`config.mk`:
```
export PLATFORM = sky130hd
export DESIGN_NAME = add_subt_arbiter_flat
export DESIGN_NICKNAME = d
export VERILOG_FILES = /design/src/rtl/cordic_ctrl_pkg.sv /design/src/rtl/add_subt_arbiter_if.sv /design/src/rtl/rr_pick.sv /design/src/rtl/add_subt_arbiter.sv /design/src/flat_wrapper.sv
export SDC_FILE = /design/constraint.sdc
export NUM_CORES = 1
export LEC_CHECK = 0
export BUFFER_PORTS_ARGS = -buffer_cell sky130_fd_sc_hd__buf_4
export CELL_PAD_IN_SITES_DETAIL_PLACEMENT = 1
export CELL_PAD_IN_SITES_GLOBAL_PLACEMENT = 1
export CORE_MARGIN = 4
export CORE_UTILIZATION = 26
export CTS_BUF_LIST = sky130_fd_sc_hd__clkbuf_16
export DETAILED_ROUTE_END_ITERATION = 6
export PLACE_DENSITY_LB_ADDON = 0.3
export SLEW_MARGIN = 20
export SYNTH_ARGS = -nofsm -noshare
export SYNTH_HDL_FRONTEND = slang
export SYNTH_SLANG_ARGS = --single-unit
```
`constraint.sdc`:
```
create_clock -name clk -period 2.1 [get_ports clk]
set_clock_uncertainty 0.15 [all_clocks]
set_input_delay 0 -clock clk [delete_from_list [all_inputs] [get_ports clk]]
set_output_delay 0 -clock clk [all_outputs]
set_load 0.05 [all_outputs]
```
`src/rtl/cordic_ctrl_pkg.sv`:
```
// Shared definitions for the CORDIC control slice: the arbiter state
// encoding, the add/subtract op codes and the round-robin pointer helper.
package cordic_ctrl_pkg;

  localparam int GNT_ID_W = 3;

  typedef enum logic [2:0] {
    IDLE     = 3'd0,
    ISSUE    = 3'd1,
    WAIT_RDY = 3'd2,
    DONE     = 3'd3,
    RELEASE  = 3'd4
  } arb_state_e;

  typedef enum logic {
    OP_ADD = 1'b0,
    OP_SUB = 1'b1
  } au_op_e;

  // Pointer to the requester after 'id', wrapping at n.
  function automatic logic [GNT_ID_W-1:0] rr_next(input logic [GNT_ID_W-1:0] id,
                                                  input int n);
    return (int'(id) == n - 1) ? '0 : id + 3'd1;
  endfunction

endpackage

```
`src/rtl/add_subt_arbiter_if.sv`:
```
// Bundle of requester-side and unit-side signals of the add/subt arbiter.
// master: the arbiter itself; slave: requesters plus the add/subt unit.
interface add_subt_arbiter_if #(
  parameter int N_REQ = 2,
  parameter int W     = 32
);
  logic [N_REQ-1:0]   req_beg;
  logic [N_REQ-1:0]   req_op;
  logic [N_REQ*W-1:0] req_a;
  logic [N_REQ*W-1:0] req_b;
  logic [N_REQ-1:0]   req_ack;
  logic [N_REQ-1:0]   req_ready;
  logic [W-1:0]       result;
  logic [2:0]         gnt_id;
  logic               busy;
  logic               au_beg;
  logic               au_op;
  logic [W-1:0]       au_a;
  logic [W-1:0]       au_b;
  logic               au_ready;
  logic [W-1:0]       au_result;
  logic               au_ack;
  logic               err_timeout;

  modport master (
    input  req_beg, req_op, req_a, req_b, req_ack, au_ready, au_result,
    output req_ready, result, gnt_id, busy, au_beg, au_op, au_a, au_b,
           au_ack, err_timeout
  );

  modport slave (
    output req_beg, req_op, req_a, req_b, req_ack, au_ready, au_result,
    input  req_ready, result, gnt_id, busy, au_beg, au_op, au_a, au_b,
           au_ack, err_timeout
  );
endinterface

```
`src/rtl/rr_pick.sv`:
```
// Combinational round-robin selector: first active request at or after
// the pointer, wrapping. Outputs one-hot grant, its index and "any".
module rr_pick
  import cordic_ctrl_pkg::*;
#(
  parameter int N_REQ = 2
) (
  input  logic [N_REQ-1:0]    req_i,
  input  logic [GNT_ID_W-1:0] ptr_i,
  output logic [N_REQ-1:0]    gnt_o,
  output logic [GNT_ID_W-1:0] idx_o,
  output logic                any_o
);

  logic [N_REQ-1:0] rot;
  logic             found;
  logic [3:0]       sum;

  // Rotate requests so the pointer sits at bit 0, find the first set bit,
  // then map the offset back to an absolute requester index.
  always_comb begin
    rot   = N_REQ'({req_i, req_i} >> ptr_i);
    found = 1'b0;
    sum   = '0;
    for (int k = 0; k < N_REQ; k++) begin
      if (!found && rot[k]) begin
        found = 1'b1;
        sum   = {1'b0, ptr_i} + 4'(k);
      end
    end
    if (sum >= 4'(N_REQ)) sum = sum - 4'(N_REQ);
    idx_o = sum[GNT_ID_W-1:0];
    gnt_o = '0;
    for (int i = 0; i < N_REQ; i++) gnt_o[i] = found && (idx_o == 3'(i));
  end

  assign any_o = |req_i;

endmodule

```
`src/rtl/add_subt_arbiter.sv`:
```
// Shares one floating-point add/subtract unit between N_REQ requesters.
// Round-robin grant, operands latched at grant, result held until the
// granted requester acknowledges.
// Optional feature macro: ARB_TIMEOUT_EN (WAIT_RDY watchdog, sticky
// err_timeout, result forced to 0 on expiry).
module add_subt_arbiter
  import cordic_ctrl_pkg::*;
#(
  parameter int N_REQ       = 2,
  parameter int W           = 32,
  parameter int TIMEOUT_CYC = 255
) (
  input  logic               clk,
  input  logic               reset,
  add_subt_arbiter_if.master bus
);

  if (N_REQ < 2 || N_REQ > 8 || TIMEOUT_CYC < 1) begin : g_bad_cfg
    $error("add_subt_arbiter: unsupported parameter set");
  end

  arb_state_e          state_q, state_d;
  logic [GNT_ID_W-1:0] ptr_q, ptr_d;
  logic [GNT_ID_W-1:0] gnt_id_q, gnt_id_d;
  logic                op_q, op_d;
  logic [W-1:0]        a_q, a_d;
  logic [W-1:0]        b_q, b_d;
  logic [W-1:0]        result_q, result_d;

  logic [N_REQ-1:0]    pick_gnt;
  logic [GNT_ID_W-1:0] pick_idx;
  logic                pick_any;
  logic                sel_op;
  logic [W-1:0]        sel_a, sel_b;
  logic                ack_sel;

`ifdef ARB_TIMEOUT_EN
  localparam int CNT_W = $clog2(TIMEOUT_CYC + 1);
  logic [CNT_W-1:0]    cnt_q, cnt_d;
  logic                err_q, err_d;
`endif

  rr_pick #(.N_REQ(N_REQ)) u_pick (
    .req_i (bus.req_beg),
    .ptr_i (ptr_q),
    .gnt_o (pick_gnt),
    .idx_o (pick_idx),
    .any_o (pick_any)
  );

  // Operand mux driven by the one-hot pick; only consumed in IDLE.
  always_comb begin
    sel_op = 1'b0;
    sel_a  = '0;
    sel_b  = '0;
    for (int i = 0; i < N_REQ; i++) begin
      if (pick_gnt[i]) begin
        sel_op = bus.req_op[i];
        sel_a  = bus.req_a[i*W +: W];
        sel_b  = bus.req_b[i*W +: W];
      end
    end
  end

  // Acknowledge of the granted requester only; others are ignored.
  always_comb begin
    ack_sel = 1'b0;
    for (int i = 0; i < N_REQ; i++) begin
      if (gnt_id_q == 3'(i)) ack_sel = bus.req_ack[i];
    end
  end

  // Next-state and datapath-latch logic.
  always_comb begin
    state_d  = state_q;
    ptr_d    = ptr_q;
    gnt_id_d = gnt_id_q;
    op_d     = op_q;
    a_d      = a_q;
    b_d      = b_q;
    result_d = result_q;
`ifdef ARB_TIMEOUT_EN
    cnt_d    = '0;
    err_d    = err_q;
`endif
    unique case (state_q)
      IDLE: begin
        if (pick_any) begin
          op_d     = sel_op;
          a_d      = sel_a;
          b_d      = sel_b;
          gnt_id_d = pick_idx;
          state_d  = ISSUE;
        end
      end
      ISSUE: begin
        // A zero-wait unit may answer in the same cycle as au_beg.
        if (bus.au_ready) begin
          result_d = bus.au_result;
          state_d  = DONE;
        end else begin
          state_d  = WAIT_RDY;
        end
      end
      WAIT_RDY: begin
        if (bus.au_ready) begin
          result_d = bus.au_result;
          state_d  = DONE;
        end
`ifdef ARB_TIMEOUT_EN
        else if (cnt_q == CNT_W'(TIMEOUT_CYC - 1)) begin
          err_d    = 1'b1;
          result_d = '0;
          state_d  = DONE;
        end else begin
          cnt_d    = cnt_q + 1'b1;
        end
`endif
      end
      DONE: begin
        if (ack_sel) state_d = RELEASE;
      end
      RELEASE: begin
        ptr_d   = rr_next(gnt_id_q, N_REQ);
        state_d = IDLE;
      end
      default: state_d = IDLE;
    endcase
  end

  // State, pointer and latched operands/result.
  always_ff @(posedge clk) begin
    if (reset) begin
      state_q  <= IDLE;
      ptr_q    <= '0;
      gnt_id_q <= '0;
      op_q     <= 1'b0;
      a_q      <= '0;
      b_q      <= '0;
      result_q <= '0;
    end else begin
      state_q  <= state_d;
      ptr_q    <= ptr_d;
      gnt_id_q <= gnt_id_d;
      op_q     <= op_d;
      a_q      <= a_d;
      b_q      <= b_d;
      result_q <= result_d;
    end
  end

`ifdef ARB_TIMEOUT_EN
  // Watchdog counter and sticky timeout flag.
  always_ff @(posedge clk) begin
    if (reset) begin
      cnt_q <= '0;
      err_q <= 1'b0;
    end else begin
      cnt_q <= cnt_d;
      err_q <= err_d;
    end
  end
  assign bus.err_timeout = err_q;
`else
  assign bus.err_timeout = 1'b0;
`endif

  // Ready to the granted requester; reset drops it within the same cycle.
  always_comb begin
    bus.req_ready = '0;
    for (int i = 0; i < N_REQ; i++) begin
      bus.req_ready[i] = (state_q == DONE) && (gnt_id_q == 3'(i)) && !reset;
    end
  end

  assign bus.au_beg = (state_q == ISSUE) && !reset;
  assign bus.au_ack = (state_q == RELEASE) && !reset;
  assign bus.busy   = (state_q != IDLE);
  assign bus.result = result_q;
  assign bus.gnt_id = gnt_id_q;
  assign bus.au_op  = op_q;
  assign bus.au_a   = a_q;
  assign bus.au_b   = b_q;

endmodule

```
`src/flat_wrapper.sv`:
```
// flat-port wrapper written by rule: the top's interface ports become plain ports
module add_subt_arbiter_flat import cordic_ctrl_pkg::*;
#(
  parameter int N_REQ       = 2,
  parameter int W           = 32,
  parameter int TIMEOUT_CYC = 255
)
  (clk, reset, bus_req_beg, bus_req_op, bus_req_a, bus_req_b, bus_req_ack, bus_au_ready, bus_au_result, bus_req_ready, bus_result, bus_gnt_id, bus_busy, bus_au_beg, bus_au_op, bus_au_a, bus_au_b, bus_au_ack, bus_err_timeout);
  add_subt_arbiter_if #(.N_REQ(N_REQ), .W(W)) bus_i ();
  input  logic clk;
  input  logic reset;
  input wire logic [$bits(bus_i.req_beg)-1:0] bus_req_beg;
  input wire logic [$bits(bus_i.req_op)-1:0] bus_req_op;
  input wire logic [$bits(bus_i.req_a)-1:0] bus_req_a;
  input wire logic [$bits(bus_i.req_b)-1:0] bus_req_b;
  input wire logic [$bits(bus_i.req_ack)-1:0] bus_req_ack;
  input wire logic [$bits(bus_i.au_ready)-1:0] bus_au_ready;
  input wire logic [$bits(bus_i.au_result)-1:0] bus_au_result;
  output wire logic [$bits(bus_i.req_ready)-1:0] bus_req_ready;
  output wire logic [$bits(bus_i.result)-1:0] bus_result;
  output wire logic [$bits(bus_i.gnt_id)-1:0] bus_gnt_id;
  output wire logic [$bits(bus_i.busy)-1:0] bus_busy;
  output wire logic [$bits(bus_i.au_beg)-1:0] bus_au_beg;
  output wire logic [$bits(bus_i.au_op)-1:0] bus_au_op;
  output wire logic [$bits(bus_i.au_a)-1:0] bus_au_a;
  output wire logic [$bits(bus_i.au_b)-1:0] bus_au_b;
  output wire logic [$bits(bus_i.au_ack)-1:0] bus_au_ack;
  output wire logic [$bits(bus_i.err_timeout)-1:0] bus_err_timeout;
  assign bus_i.req_beg = bus_req_beg;
  assign bus_i.req_op = bus_req_op;
  assign bus_i.req_a = bus_req_a;
  assign bus_i.req_b = bus_req_b;
  assign bus_i.req_ack = bus_req_ack;
  assign bus_i.au_ready = bus_au_ready;
  assign bus_i.au_result = bus_au_result;
  assign bus_req_ready = bus_i.req_ready;
  assign bus_result = bus_i.result;
  assign bus_gnt_id = bus_i.gnt_id;
  assign bus_busy = bus_i.busy;
  assign bus_au_beg = bus_i.au_beg;
  assign bus_au_op = bus_i.au_op;
  assign bus_au_a = bus_i.au_a;
  assign bus_au_b = bus_i.au_b;
  assign bus_au_ack = bus_i.au_ack;
  assign bus_err_timeout = bus_i.err_timeout;
  add_subt_arbiter #(.N_REQ(N_REQ), .W(W), .TIMEOUT_CYC(TIMEOUT_CYC)) u_core (.clk(clk), .reset(reset), .bus(bus_i));
endmodule
```
; After elaboration in Yosys (flattened, before gate mapping)
; Cells that the tools add are included.
; W data, S select, Z words.
[word_totals]
in_bits = 169
out_inout_bits = 106
ff_bits = 106
elab_cells = 61
[classes]
muxes = 19
n_shift = 1
n_eq_ne = 10
reduce_logical = 20
n_addsub = 3
order_cmp = 1
[ops]
columns = op, n
row1 = $mux W32, 4
row2 = $mux W3, 6
row3 = $pmux W3 S4, 1
row4 = $eq A3 B1 Y1 const B, 3
row5 = $eq A3 B2 Y1 const B, 3
row6 = $logic_and A1 B1 Y1, 9
row7 = $logic_not A3 Y1, 3
row8 = $mux W1, 7
row9 = $add A3 B1 Y4 const B, 1
row10 = $ge A4 B2 Y1 const B, 1
row11 = $mux W4, 1
row12 = $ne A2 B1 Y1 const B, 2
row13 = $reduce_and A2 Y1, 2
row14 = $reduce_or A2 Y1, 2
row15 = $shr A4 B3 Y2, 1
row16 = $add A3 B1 Y3 const B, 1
row17 = $eq A3 B3 Y1 const B, 1
row18 = $reduce_and A3 Y1, 1
row19 = $reduce_bool A3 Y1, 1
row20 = $sub A3 B2 Y3 const B, 1
row21 = $logic_not A1 Y1, 2
row22 = $ne A2 B2 Y1 const B, 1

; Logic depth before layout (Yosys ltp)
[depth]
ltp_word = 11
mapped_depth = 8
depth_no_buf = 5

; By module
; From an unflattened synthesis, not the netlist that was laid out.
[hier_totals]
hier_cells = 508
area_unflattened_um2 = 4889.7
[by_module_without_submodules]
columns = mod, area_each_um2, seq_area_each_um2, cells_each, instances
row1 = add_subt_arbiter, 4767.1, 2122.0, 494, 1
row2 = rr_pick, 122.6, 0.0, 14, 1

; Worst setup path after synthesis
; Ideal clock, no wire load.
[synth_timing]
kind = reg-to-output
from = register u_core.state_q[1]
to = output bus_au_beg
path_slack_ns = -0.214
stages_incl_launch_ff = 3
path_buffers = 1
t_required_ns = 1.950
t_arrival_ns = 2.164
path_cell_list = dfxtp_1 -> clkbuf_1 -> nor4b_1
[synth_between]
elab_chain_cells = 2
[synth_lines]
columns = item, line_no
row1 = "start, declared", add_subt_arbiter.sv:22  ; arb_state_e state_q, state_d;
row2 = "start signal, assigned", add_subt_arbiter.sv:142  ; state_q <= state_d;
row3 = $eq A3 B1 Y1, add_subt_arbiter.sv:176  ; assign bus.au_beg = (state_q == ISSUE) && !reset;
row4 = $logic_and A1 B1 Y1, add_subt_arbiter.sv:176
row5 = "end, declared", flat_wrapper.sv:23  ; output wire logic [$bits(bus_i.au_beg)-1:0] bus_au_beg;
; No other way between the ends.

; Final worst setup path
[layout_timing]
from = register u_core.state_q[2]
to = register u_core.b_q[20], in the netlist u_core.bus.au_b[20]
[layout_between]
elab_chain_cells = 2
[layout_lines]
columns = item, line_no
row1 = $logic_not A3 Y1, add_subt_arbiter.sv:86  ; unique case (state_q)
row2 = $reduce_and A2 Y1 (no line), n/a
row3 = "end signal, assigned", add_subt_arbiter.sv:139  ; b_q <= '0;
row4 = "end signal, assigned", add_subt_arbiter.sv:147  ; b_q <= b_d;
row5 = "end, declared", add_subt_arbiter.sv:27  ; logic [W-1:0] b_q, b_d;
; No other way between the ends.
; A chain may end at the register's enable or synchronous reset.

==> results.txt <==
----------------------------------------------------
[Run status]
  Outcome ... completed

[Final layout]
  Count of nets after finishing ... 1105
  Share of final-layout standard cells stronger than drive strength 1 ... 35.2%
  Number of non-filler instances in the completed layout ... 1160
  Utilization after layout ... 54.9%
  Area grow syn2layout ... 106%
  Number of inserted filler cells in the final layout ... 1802

[Flow run]
  Number of maximum-capacitance violations ... 0

[Die]
  Starting utilization of the core area ... 26.6%
  Chip Height ... around 140 um
  Count of standard-cell rows ... 46
  Placeable core region ... ~16000 um2
  Die outline area ... 18400 um2
  Overall die width ... around 140 um
  Boundary pin count ... 275

[Synthesis]
  Sequential-to-total area share from yosys stat ... 50.0%
  EDFF count, synth ... 0
  Most frequently used flop master after synthesis ... dfxtp_1
  Async SR Flop Fraction ... 0%
  Synth unique cells ... 34
  Synth Area per Inst ... about 8.3 um2
  Yosys synthesis warning count ... 0
  Net Count, Synth ... 679
  Netlist area before placement ... 4240 um2
  Count of mapped cells out of synthesis ... approximately 510
  Flop and latch count out of synthesis ... between 100 and 150

[Power and ir drop]
  Net Sw Frac ... 38.1%
  Pwr Total ... about 7100 uW
  Switching component of the power ... 2680 uW
  Leakage power ... about 0.0038 uW
  Combinational cell fraction of total power ... 40.1%
  Cell internal pwr ... 4370 uW
  Register share of total power ... between 30% and 40%
  Proportion of power drawn by the clock network ... 25.7%
  Worst ir drop on vdd ... 0.000431 V
  PwrDens ... 806 nW/um2

[Drt]
  Initial drt markers ... about 270
  Drt drc ... 0
  Total wire length after detailed routing ... 24400 um
  Post-detailed-route count of antenna-violating nets ... 0
  Router iterations before antenna repair ... 4
  Vias per inst ... 5.01
  Vias after detailed routing ... slightly below 6k
  Average routed wire per standard cell ... 21.1 um

[CTS]
  Worst skew pair latency ... 340 ps
  H-tree levels ... 3
  Num CTS Buffers ... 9
  CTS Root Buffer Type ... clkbuf_16
  Number of sinks driven by the clock tree ... 106
  Clock tree from TritonCTS ... done
  CTS Buffer Depth ... 2
  Reg clk slew, reported paths ... 70 ps

[Worst hold path]
  Type of the worst min-delay path ... primary input to flip-flop

[Timing]
  Post-route minimum period ... 2080 ps
  Timing-limited maximum frequency ... 480 MHz
  Final slew viol count ... 0
  Setup violators final ... 0
  Worst Tran Pin Value ... between 600 and 700 ps
  Number of hold violations in the final report ... 0
  Worst slew margin relative to its limit ... 56.7%
  Total Negative Setup Slacks ... 0 ps
  Final period utilization ... 99.3%
  Setup slack after layout ... approximately 16 ps

[Global routing]
  Total gr overflow ... 0
  Pin count of the biggest net entering global routing ... 66
  Number of global-route vias before repair ... around 6.5k
  Wire length of the first global-routing pass ... ~36000 um
  Number of antenna violations at the first check in global routing ... 3
  GRT Overall Usage ... 24.8%

[Placement]
  Number of port buffers ... 273
  Number of placed cells counting well taps ... a little under 1k
  DP Worst Slack ... 11.7 ps
  Final Wtd Congestion ... 0.742
  HPWL after DPL ... 12800 um

[Worst setup path]
  Kind of critical path ... flip-flop to flip-flop
  Setup crit start kind ... flip-flop
  Arrival time worst endpoint ... 2150 ps
  Critical path endpoint category ... flip-flop
  Worst path required time ... around 2200 ps
  Biggest fanout along the worst timing path ... 47

----------------------------------------------------
stage by stage:
step           hold slack, ps  instance area, um2
2_1_floorplan           -14.0                4250
3_3_place_gp             98.4                6590
3_5_place_dp              110                6590
4_1_cts                  6.43                8630
5_1_grt                  63.3                8740
6_report                 33.4                8750
cell usage in the layout (no fill, tap or decap), drive strengths merged, types with 3 or more instances in the layout:
master       synthesis  routed
buf                 16     296
a221oi              65      65
dfxtp              106     106
inv                  2       3
clkinv               0       3
clkbuf              34      11
nor2                78      78
a21oi               39      39
a211oi               3       3
dlygate4sd3          0     167
nor3                66      66
nand2               69      69
nor3b                4       4
diode                0       4
power by group through the flow:
stage          logic (uW)  clock network (uW)  registers, uW
6_report             2830                1810           2410
3_5_place_dp         2430                   0           2430
5_1_grt              2970                1940           2430
3_3_place_gp         2370                   0           2420
2_1_floorplan         686                   0           3240
4_1_cts              2710                1860           2390
sequential cells by signal, summed over array words and instances, names as in the netlist:
name               flops
u_core.bus.au_op       1
u_core.bus.gnt_id      3
u_core.bus.au_a       32
u_core.ptr_q           3
u_core.bus.au_b       32
u_core.bus.result     32
u_core.state_q         3
what timing repair did:
item,CTS,global route
pin swaps,2,14
cloned,1,2
hold buffers,167,0
endpoints found under the setup margin,3,55
gates resized for setup,4,12
hold endpoints to repair,101,0
setup buffers,2,0
layer usage:
layer,global-route usage (%),part of all wire [%],wire length [um],vias to the layer above
li1,-,-,-,2691
met1,26.4,37,8940,2847
met2,46.8,54,13200,225
met3,5.39,6.0,1460,52
met4,10.4,3.4,822,0
met5,0,0,0,-
cells by family after synthesis:
group | Yosys count | share of synthesized area [%]
mux | 2 | 0.531
fa+ha+maj | 1 | 0.295
other cells | 1 | 0.0884
flops | 106 | 50.0
simple gates | 231 | 23.9
buf+inv | 52 | 5.07
compound gates | 114 | 19.7
xor+xnor | 2 | 0.413
worst max-delay path, cell delays in order (launching register included):
cell and delay [ps]:
dfxtp_1 310, or3_4 420, or2_2 350, buf_6 240
a221oi_1 360, nor3_1 90
area by class of cell:
class	count	area, um2	area share, %
well taps	216	270	3.09
diodes	4	10.0	0.114
clock buffers	9	225	2.58
repair buffers	465	4040	46.2
clock inverters	7	85.1	0.973
multi-input cells	351	1980	22.7
flip-flops and latches	106	2120	24.3
inverters	2	7.51	0.0858
cells in the mapped netlist, types with 2 or more instances:
cell type / count / area, um2
a211oi_1: 3 / 22.5
a21oi_1: 39 / 195
a221oi_1: 65 / 569
buf_1: 7 / 26.3
buf_2: 7 / 35.0
clkbuf_1: 34 / 128
dfxtp_1: 106 / 2120
inv_1: 2 / 7.51
mux2_2: 2 / 22.5
nand2_1: 69 / 259
nand3_1: 2 / 10.0
nor2_1: 78 / 293
nor2b_1: 2 / 12.5
nor3_1: 66 / 330
nor3b_1: 4 / 30.0
nor4b_1: 2 / 17.5
o21ai_0: 2 / 10.0
or4_1: 2 / 15.0
xor2_1: 2 / 17.5
final timing paths:
check | depth (start not counted) | startpoint | slack, ps | to
worst max-delay path | 5 | u_core.state_q[2] | 20 | u_core.bus.au_b[20]
worst max register to register | 5 | u_core.state_q[2] | 20 | u_core.bus.au_b[20]
worst min-delay path | 5 | bus_req_beg[0] | 30 | u_core.state_q[0]
worst min register to register | 2 | u_core.bus.result[18] | 310 | u_core.bus.result[18]
Note: power is estimated with default switching activity, not from simulation.
